--- config.mk ---
export PLATFORM = sky130hd
export DESIGN_NAME = serial_add_ctrl
export DESIGN_NICKNAME = d
export VERILOG_FILES = /design/src/rtl/serial_add_pkg.sv /design/src/rtl/half_add.sv /design/src/rtl/serial_add_ctrl.sv
export SDC_FILE = /design/constraint.sdc
export NUM_CORES = 1
export LEC_CHECK = 0
export CAP_MARGIN = 20
export CORE_ASPECT_RATIO = 0.75
export CORE_MARGIN = 2
export CORE_UTILIZATION = 55
export DETAILED_ROUTE_END_ITERATION = 6
export DONT_BUFFER_PORTS = 1
export PLACE_DENSITY = 0.7
export RECOVER_POWER = 25
export SLEW_MARGIN = 20
export SYNTH_ARGS = -nofsm -noshare
export SYNTH_HDL_FRONTEND = slang
export SYNTH_SLANG_ARGS = --single-unit
export TNS_END_PERCENT = 100
--- constraint.sdc ---
create_clock -name clk -period 2.7 [get_ports clk]
set_input_delay 0 -clock clk [delete_from_list [all_inputs] [get_ports clk]]
set_output_delay 0 -clock clk [all_outputs]
set_load 0.01 [all_outputs]
--- src/rtl/serial_add_pkg.sv ---
// Shared definitions for the bit-serial adder controller: FSM state
// encoding and the default operand width.
package serial_add_pkg;

  localparam int DEFAULT_WIDTH = 8;

  // Encoding 2'd3 is never entered; the controller treats it as IDLE.
  typedef enum logic [1:0] {
    IDLE = 2'd0,
    RUN  = 2'd1,
    DONE = 2'd2
  } state_t;

endpackage

--- src/rtl/half_add.sv ---
// Combinational half adder cell, the basic datapath element that the
// serial adder chains into a full-adder step.
module half_add (
  input  logic a,
  input  logic b,
  output logic sum,
  output logic carry
);

  assign sum   = a ^ b;
  assign carry = a & b;

endmodule

--- src/rtl/serial_add_ctrl.sv ---
// Bit-serial word adder: operands are accepted over a valid/ready
// handshake, summed one bit per clock (LSB first) through a shared pair
// of half adders, and returned with the carry-out over a second handshake.
module serial_add_ctrl
  import serial_add_pkg::*;
#(
  parameter int WIDTH = DEFAULT_WIDTH
) (
  input  logic             clk,
  input  logic             rst,
  input  logic             in_valid,
  output logic             in_ready,
  input  logic [WIDTH-1:0] a,
  input  logic [WIDTH-1:0] b,
  input  logic             cin,
  output logic             out_valid,
  input  logic             out_ready,
  output logic [WIDTH-1:0] sum,
  output logic             cout
);

  localparam int CW = $clog2(WIDTH);
  localparam logic [CW-1:0] LAST_BIT = CW'(WIDTH - 1);

  state_t state_q;
  state_t state_d;

  logic [WIDTH-1:0] a_sh;
  logic [WIDTH-1:0] b_sh;
  logic [WIDTH-1:0] sum_q;
  logic             carry_q;
  logic [CW-1:0]    cnt_q;

  logic s1;
  logic c1;
  logic s;
  logic c2;

  // Two half adders form the full adder that handles the current bit.
  half_add u_ha_operands (
    .a     (a_sh[0]),
    .b     (b_sh[0]),
    .sum   (s1),
    .carry (c1)
  );

  half_add u_ha_carry (
    .a     (s1),
    .b     (carry_q),
    .sum   (s),
    .carry (c2)
  );

  // Next-state decode; the unused encoding falls back to IDLE.
  always_comb begin
    state_d = state_q;
    case (state_q)
      IDLE: if (in_valid)          state_d = RUN;
      RUN:  if (cnt_q == LAST_BIT) state_d = DONE;
      DONE: if (out_ready)         state_d = IDLE;
      default:                     state_d = IDLE;
    endcase
  end

  // State register plus the operand/sum shifters, carry and bit counter.
  always_ff @(posedge clk) begin
    if (rst) begin
      state_q <= IDLE;
      a_sh    <= '0;
      b_sh    <= '0;
      sum_q   <= '0;
      carry_q <= 1'b0;
      cnt_q   <= '0;
    end else begin
      state_q <= state_d;
      case (state_q)
        IDLE: begin
          if (in_valid) begin
            a_sh    <= a;
            b_sh    <= b;
            carry_q <= cin;
            sum_q   <= '0;
            cnt_q   <= '0;
          end
        end
        RUN: begin
          carry_q <= c1 | c2;
          sum_q   <= {s, sum_q[WIDTH-1:1]};
          a_sh    <= {1'b0, a_sh[WIDTH-1:1]};
          b_sh    <= {1'b0, b_sh[WIDTH-1:1]};
          cnt_q   <= cnt_q + 1'b1;
        end
        default: begin
        end
      endcase
    end
  end

  assign in_ready  = (state_q == IDLE);
  assign out_valid = (state_q == DONE);
  assign sum       = sum_q;
  assign cout      = carry_q;

endmodule

# --- After elaboration in Yosys (flattened, before gate mapping) ---
# Cells that the tools add are included.
totals:
  reg_bits: 30
  in_bits: 21
  output_inout_bits: 11
  elab_cells: 36
op_classes:
  n_addsub: 1
  n_eq_ne: 6
  n_mux: 14
  bitwise_logic: 5
  reduce_logical: 4
ops:
  columns: ["cell", "count"]
  rows:
  - ["8-bit case mux with 2 select lines", 3]
  - ["8-bit 2-to-1 mux", 3]
  - ["2-bit 2-to-1 mux", 3]
  - ["2-bit case mux with 3 select lines", 1]
  - ["3-bit case mux with 2 select lines", 1]
  - ["2-bit != test (second input constant)", 2]
  - ["3-bit by 1-bit adder with 3-bit output (second input constant)", 1]
  - ["3-bit == test (second input constant)", 1]
  - ["3-bit 2-to-1 mux", 1]
  - ["3-bit AND reduction", 1]
  - ["1-bit AND", 2]
  - ["2-bit by 1-bit == test with 1-bit output (second input constant)", 1]
  - ["2-bit == test (second input constant)", 1]
  - ["2-bit logical NOT", 1]
  - ["2-bit by 1-bit != test with 1-bit output (second input constant)", 1]
  - ["1-bit case mux with 2 select lines", 1]
  - ["2-bit AND reduction", 1]
  - ["2-bit nonzero test", 1]
  - ["1-bit bitwise XOR", 2]
  - ["1-bit 2-to-1 mux", 1]
  - ["1-bit OR", 1]

# --- Logic depth before layout (Yosys ltp) ---
depth:
  depth_word: 4
  depth_mapped: 5
  depth_no_buf: 5

# --- By module ---
# A second synthesis with hierarchy kept.
hier_totals:
  cells_unflattened: 147
  area_unflattened_um2: 1322.5
modules_own_cells:
  columns: ["module", "n_inst", "cells_per_inst", "area_each_um2", "seq_area_each_um2"]
  rows:
  - ["serial_add_ctrl", 1, 145, 1297.5, 600.6]
  - ["half_add", 2, 1, 12.5, 0.0]

# --- Worst setup path before layout ---
# No wires, ideal clock.
synth_path:
  path_kind: "register to register"
  from: "reg carry_q (netlist: cout)"
  to: "reg sum_q[7] (netlist: sum[7])"
  setup_time_ns: 0.128
  arrival_ns: 1.194
  t_required_ns: 2.572
  path_slack_ns: 1.379
  stages_incl_launch_ff: 6
  n_path_buf: 0
  period_less_slack_ns: 1.321
  path_cell_list: "dfxtp_1 > inv_1 > fa_1 > inv_1 > a22oi_1 > nor2_1"
synth_between:
  elab_chain_len: 2
synth_rtl:
  columns: ["item", "line", "rtl"]
  rows:
  - ["start, declared", "serial_add_ctrl.sv:31", "logic carry_q;"]
  - ["start signal, assigned", "serial_add_ctrl.sv:81", "carry_q <= cin;"]
  - ["start signal, assigned", "serial_add_ctrl.sv:87", "carry_q <= c1 | c2;"]
  - ["1-bit bitwise XOR", "half_add.sv:10", "assign sum = a ^ b;"]
  - ["8-bit case mux with 2 select lines", "serial_add_ctrl.sv:76", "case (state_q)"]
  - ["end signal, assigned", "serial_add_ctrl.sv:88", "sum_q <= {s, sum_q[WIDTH-1:1]};"]
  - ["end, declared", "serial_add_ctrl.sv:30", "logic [WIDTH-1:0] sum_q;"]
# No other way between the ends.
# A chain may end at the register's enable or synchronous reset.

# --- Worst setup path in the final report ---
layout_path:
  from: "reg state_q[1]"
  to: "reg b_sh[5]"
layout_between:
  elab_chain_len: 3
  elab_cells_between_ends: 6
  cone_classes: "eq/ne (2); mux (1); reduce/logical (3)"
layout_rtl:
  columns: ["item", "line", "rtl"]
  rows:
  - ["start, declared", "serial_add_ctrl.sv:25", "state_t state_q;"]
  - ["start signal, assigned", "serial_add_ctrl.sv:75", "state_q <= state_d;"]
  - ["2-bit logical NOT *", null, null]
  - ["net in_ready", "serial_add_ctrl.sv:12", "output logic in_ready,"]
  - ["2-bit != test (no line) or 2-bit nonzero test (tied branches)", null, null]
  - ["2-bit AND reduction (no line)", null, null]
  - ["end signal, assigned", "serial_add_ctrl.sv:90", "b_sh <= {1'b0, b_sh[WIDTH-1:1]};"]
  - ["end, declared", "serial_add_ctrl.sv:29", "logic [WIDTH-1:0] b_sh;"]
# Mark *: on every way through the listed nets, which the timed path passes. The rest lies on a longest branch.

==> impl_metrics.csv <==
group,metric,value,unit
die,die-area,2664,µm²
setup_path,end_kind,"flop",
global_route,overflow,0,
die,start_util,60.23,%
yosys,syn_area,1245,µm²
clocking,cts_max_level,2,
yosys,yosysUniqueCellTypes,21,
yosys,synth.area.mux_share,1.608,%
timing,tns,0,ns
power,sw_frac_of_total,26.04,%
placed_design,dpl_worst_slack,1.292,ns
power,seqPwrFrac,55.3,%
power,pwr-share-comb,13.0,%
yosys,avgSynthCellArea,9.576,µm²
route,vias,1018,
yosys,synth-seq-area-share,48.24,%
timing,period_share,56.10,%
power,internal_power,0.6519,mW
timing,drv_slew,0,
power,leakage,0.5877,nW
route,drc_errors,2,
layout,areaGrowthSynthToFinish,19.10,%
setup_path,slowest_stage,"dfxtp_1",
yosys,ys_ff_latch,30,
timing,min_period,1.515,ns
layout,final_common_cell,"dfxtp_1",
min_path,hold_path_depth,2,
layout,final_cell_mix,"dfxtp_1, inv_1, dlygate4sd3_1, a21oi_1, nor2_1",
setup_path,slowest_delay,0.39,ns
yosys,synth_fa_ha_area_share,3.618,%
layout,drive_gt1_share,16.67,%
timing,timing.final.ws_setup,1.185,ns
global_route,antenna_found_initial,0,
layout,final_nets,173,
die,rows,14,
placed_design,port_buffers,0,
global_route,grt_pass1_vias,919,
die,io-pin-count,32,
route,wl,2.604,mm
timing,slew_headroom,44.10,%
timing,max_freq,0.6602,GHz
layout,antenna_cells,0,
die,coreArea,2067,µm²
route,wire_per_inst,14.97,µm
route,dr.pass1.iters,6,
min_path,hp-class,"input pin to flop",
clocking,cts_resized,0,
clocking,root_buffer,"clkbuf_4",
clocking,cts_buffers,5,
status,status,"complete, but fails checks",
route,drt-initial-drc-count,74,
global_route,grt_max_degree,31,
power,power_density,594.5,nW/µm²
route,antenna_left,0,
die,die_w,58.94,µm
placed_design,dp_hpwl,1.598,mm
setup_path,worstPathArrival,1.74,ns
clocking,cts_buffer_depth,2,
yosys,yosysWarnings,0,
global_route,grt_use_total,22.69,%
setup_path,path_class,"flop to flop",
clocking,cts.sinks,30,
setup_path,worst-endpoint-required,2.92,ns
route,vias_per_cell,5.851,
timing,tightest_slew,0.8368,ns
clocking,cts.reportedPaths.clkPinSlew,0.09,ns
die,die_h,45.20,µm
yosys,syn-instance-count,130,
setup_path,worstPathCellList,"nor2_1 > nand2_2 > o221a_2",
setup_path,start_kind,"flop",
job,cap_violations,0,
global_route,grt_pass1_wl,4.333,mm
timing,hold_viol_final,0,
yosys,synth_xor_area_share,0,%
timing,setup_viol,0,
power,clkPwrFrac,31.7,%
placed_design,gp_congestion,0.7434,
power,peakVddDrop,0.3380,mV
clocking,clk-insertion-delay-late,0.32,ns
timing,fin_skew,0.005911,ns
yosys,synth.net_count,154,
clocking,cts_tree,"done",
yosys,yosys.area_share.simple,7.437,%
status,violations,"DRC",
setup_path,critPathMaxFanout,15,
yosys,synth_compound_area_share,28.64,%
setup_path,r2r_cells,3,
timing,rsz0062_at_grt,"no",
yosys,synth_top_family_by_area,"compound AO/OA/AOI/OAI gates",
power,p_switching,0.2296,mW
[flip-flops by register name, indices dropped and copies added, names as in the netlist]
name	cells
sum	8
state_q	2
b_sh	8
cout	1
a_sh	8
cnt_q	3
[critical path: cells and delay by family, from the launching register on]
family	cells	cell delay, ns
AND/OR/NAND/NOR	2	0.67
AO/OA/AOI/OAI	1	0.36
flip-flops	1	0.39
[cell type report]
cell class,instances,area [µm²]
inverter,20,75.07
timing repair buffer,21,202.7
tap,24,30.03
fill,160,584.3
clock buffer,7,55.05
clock inverter,1,5.005
multi-input combinational,71,514.2
sequential,30,600.6
[Yosys cell counts, drive strengths merged]
master / n / share of area (%)
nor2: 16 / 5.2
clkbuf: 3 / 0.90
o21bai: 1 / 0.60
inv: 20 / 6.0
buf: 6 / 3.5
ha: 2 / 2.0
a32oi: 2 / 1.4
fa: 1 / 1.6
nor2b: 2 / 1.0
a22oi: 11 / 6.6
o221a: 15 / 14
nand2: 2 / 0.80
a21oi: 16 / 6.4
nor3: 1 / 0.40
mux2i: 2 / 1.6
dfxtp: 30 / 48
[power by group through the flow]
stage | Clock [mW] | Combinational [mW] | Sequential (mW)
floorplan | 0 | 0.0813 | 0.492
global placement | 0 | 0.0803 | 0.496
detailed placement | 0 | 0.0836 | 0.497
CTS | 0.285 | 0.114 | 0.487
global route | 0.310 | 0.128 | 0.491
finish | 0.280 | 0.115 | 0.487
[path summary, 6_finish.rpt]
kind	from	end	slack [ns]
hold reg to reg	a_sh[7]	a_sh[7]	0.49
setup / recovery	state_q[1]	b_sh[5]	1.19
setup reg to reg	state_q[1]	b_sh[5]	1.19
hold / removal	rst	sum[2]	0.13
[metrics by stage]
step / hold slack (ns) / cell area [µm²] / instances / total power [mW] / utilization, %
final: 0.1277 / 1483 / 174 / 0.8815 / 71.73
after global routing: 0.1325 / 1483 / 174 / 0.9292 / 71.73
after CTS: 0.1365 / 1490 / 174 / 0.8867 / 72.09
after detailed placement: 0.07556 / 1230 / 146 / 0.5806 / 59.50
after global placement: 0.07309 / 1230 / 146 / 0.5762 / 59.50
after floorplan: 0.1658 / 1245 / 130 / 0.5733 / -
[metal layers]
layer  vias up  track usage [%]  part of all wire [%]
met4         0            12.27                   1.3
met2        30            33.33                    45
met5         -                0                     0
li1        499                -                     -
met1       484            29.39                    47
met3         5            8.023                   6.8
[logic make-up after synthesis]
| group | Yosys count |
|---|---|
| AO/OA/AOI/OAI | 45 |
| adder cells (fa/ha/maj) | 3 |
| buffers and inverters | 29 |
| flip-flops | 30 |
| multiplexers | 2 |
| AND/OR/NAND/NOR | 21 |
[timing repair]
action / in CTS / in global routing
endpoints found under the hold margin: 30 / 0
hold buffers: 20 / 0
endpoints found under the setup margin: 0 / 0
buffers inserted: 0 / 0
(Power assumes the default switching activity.)
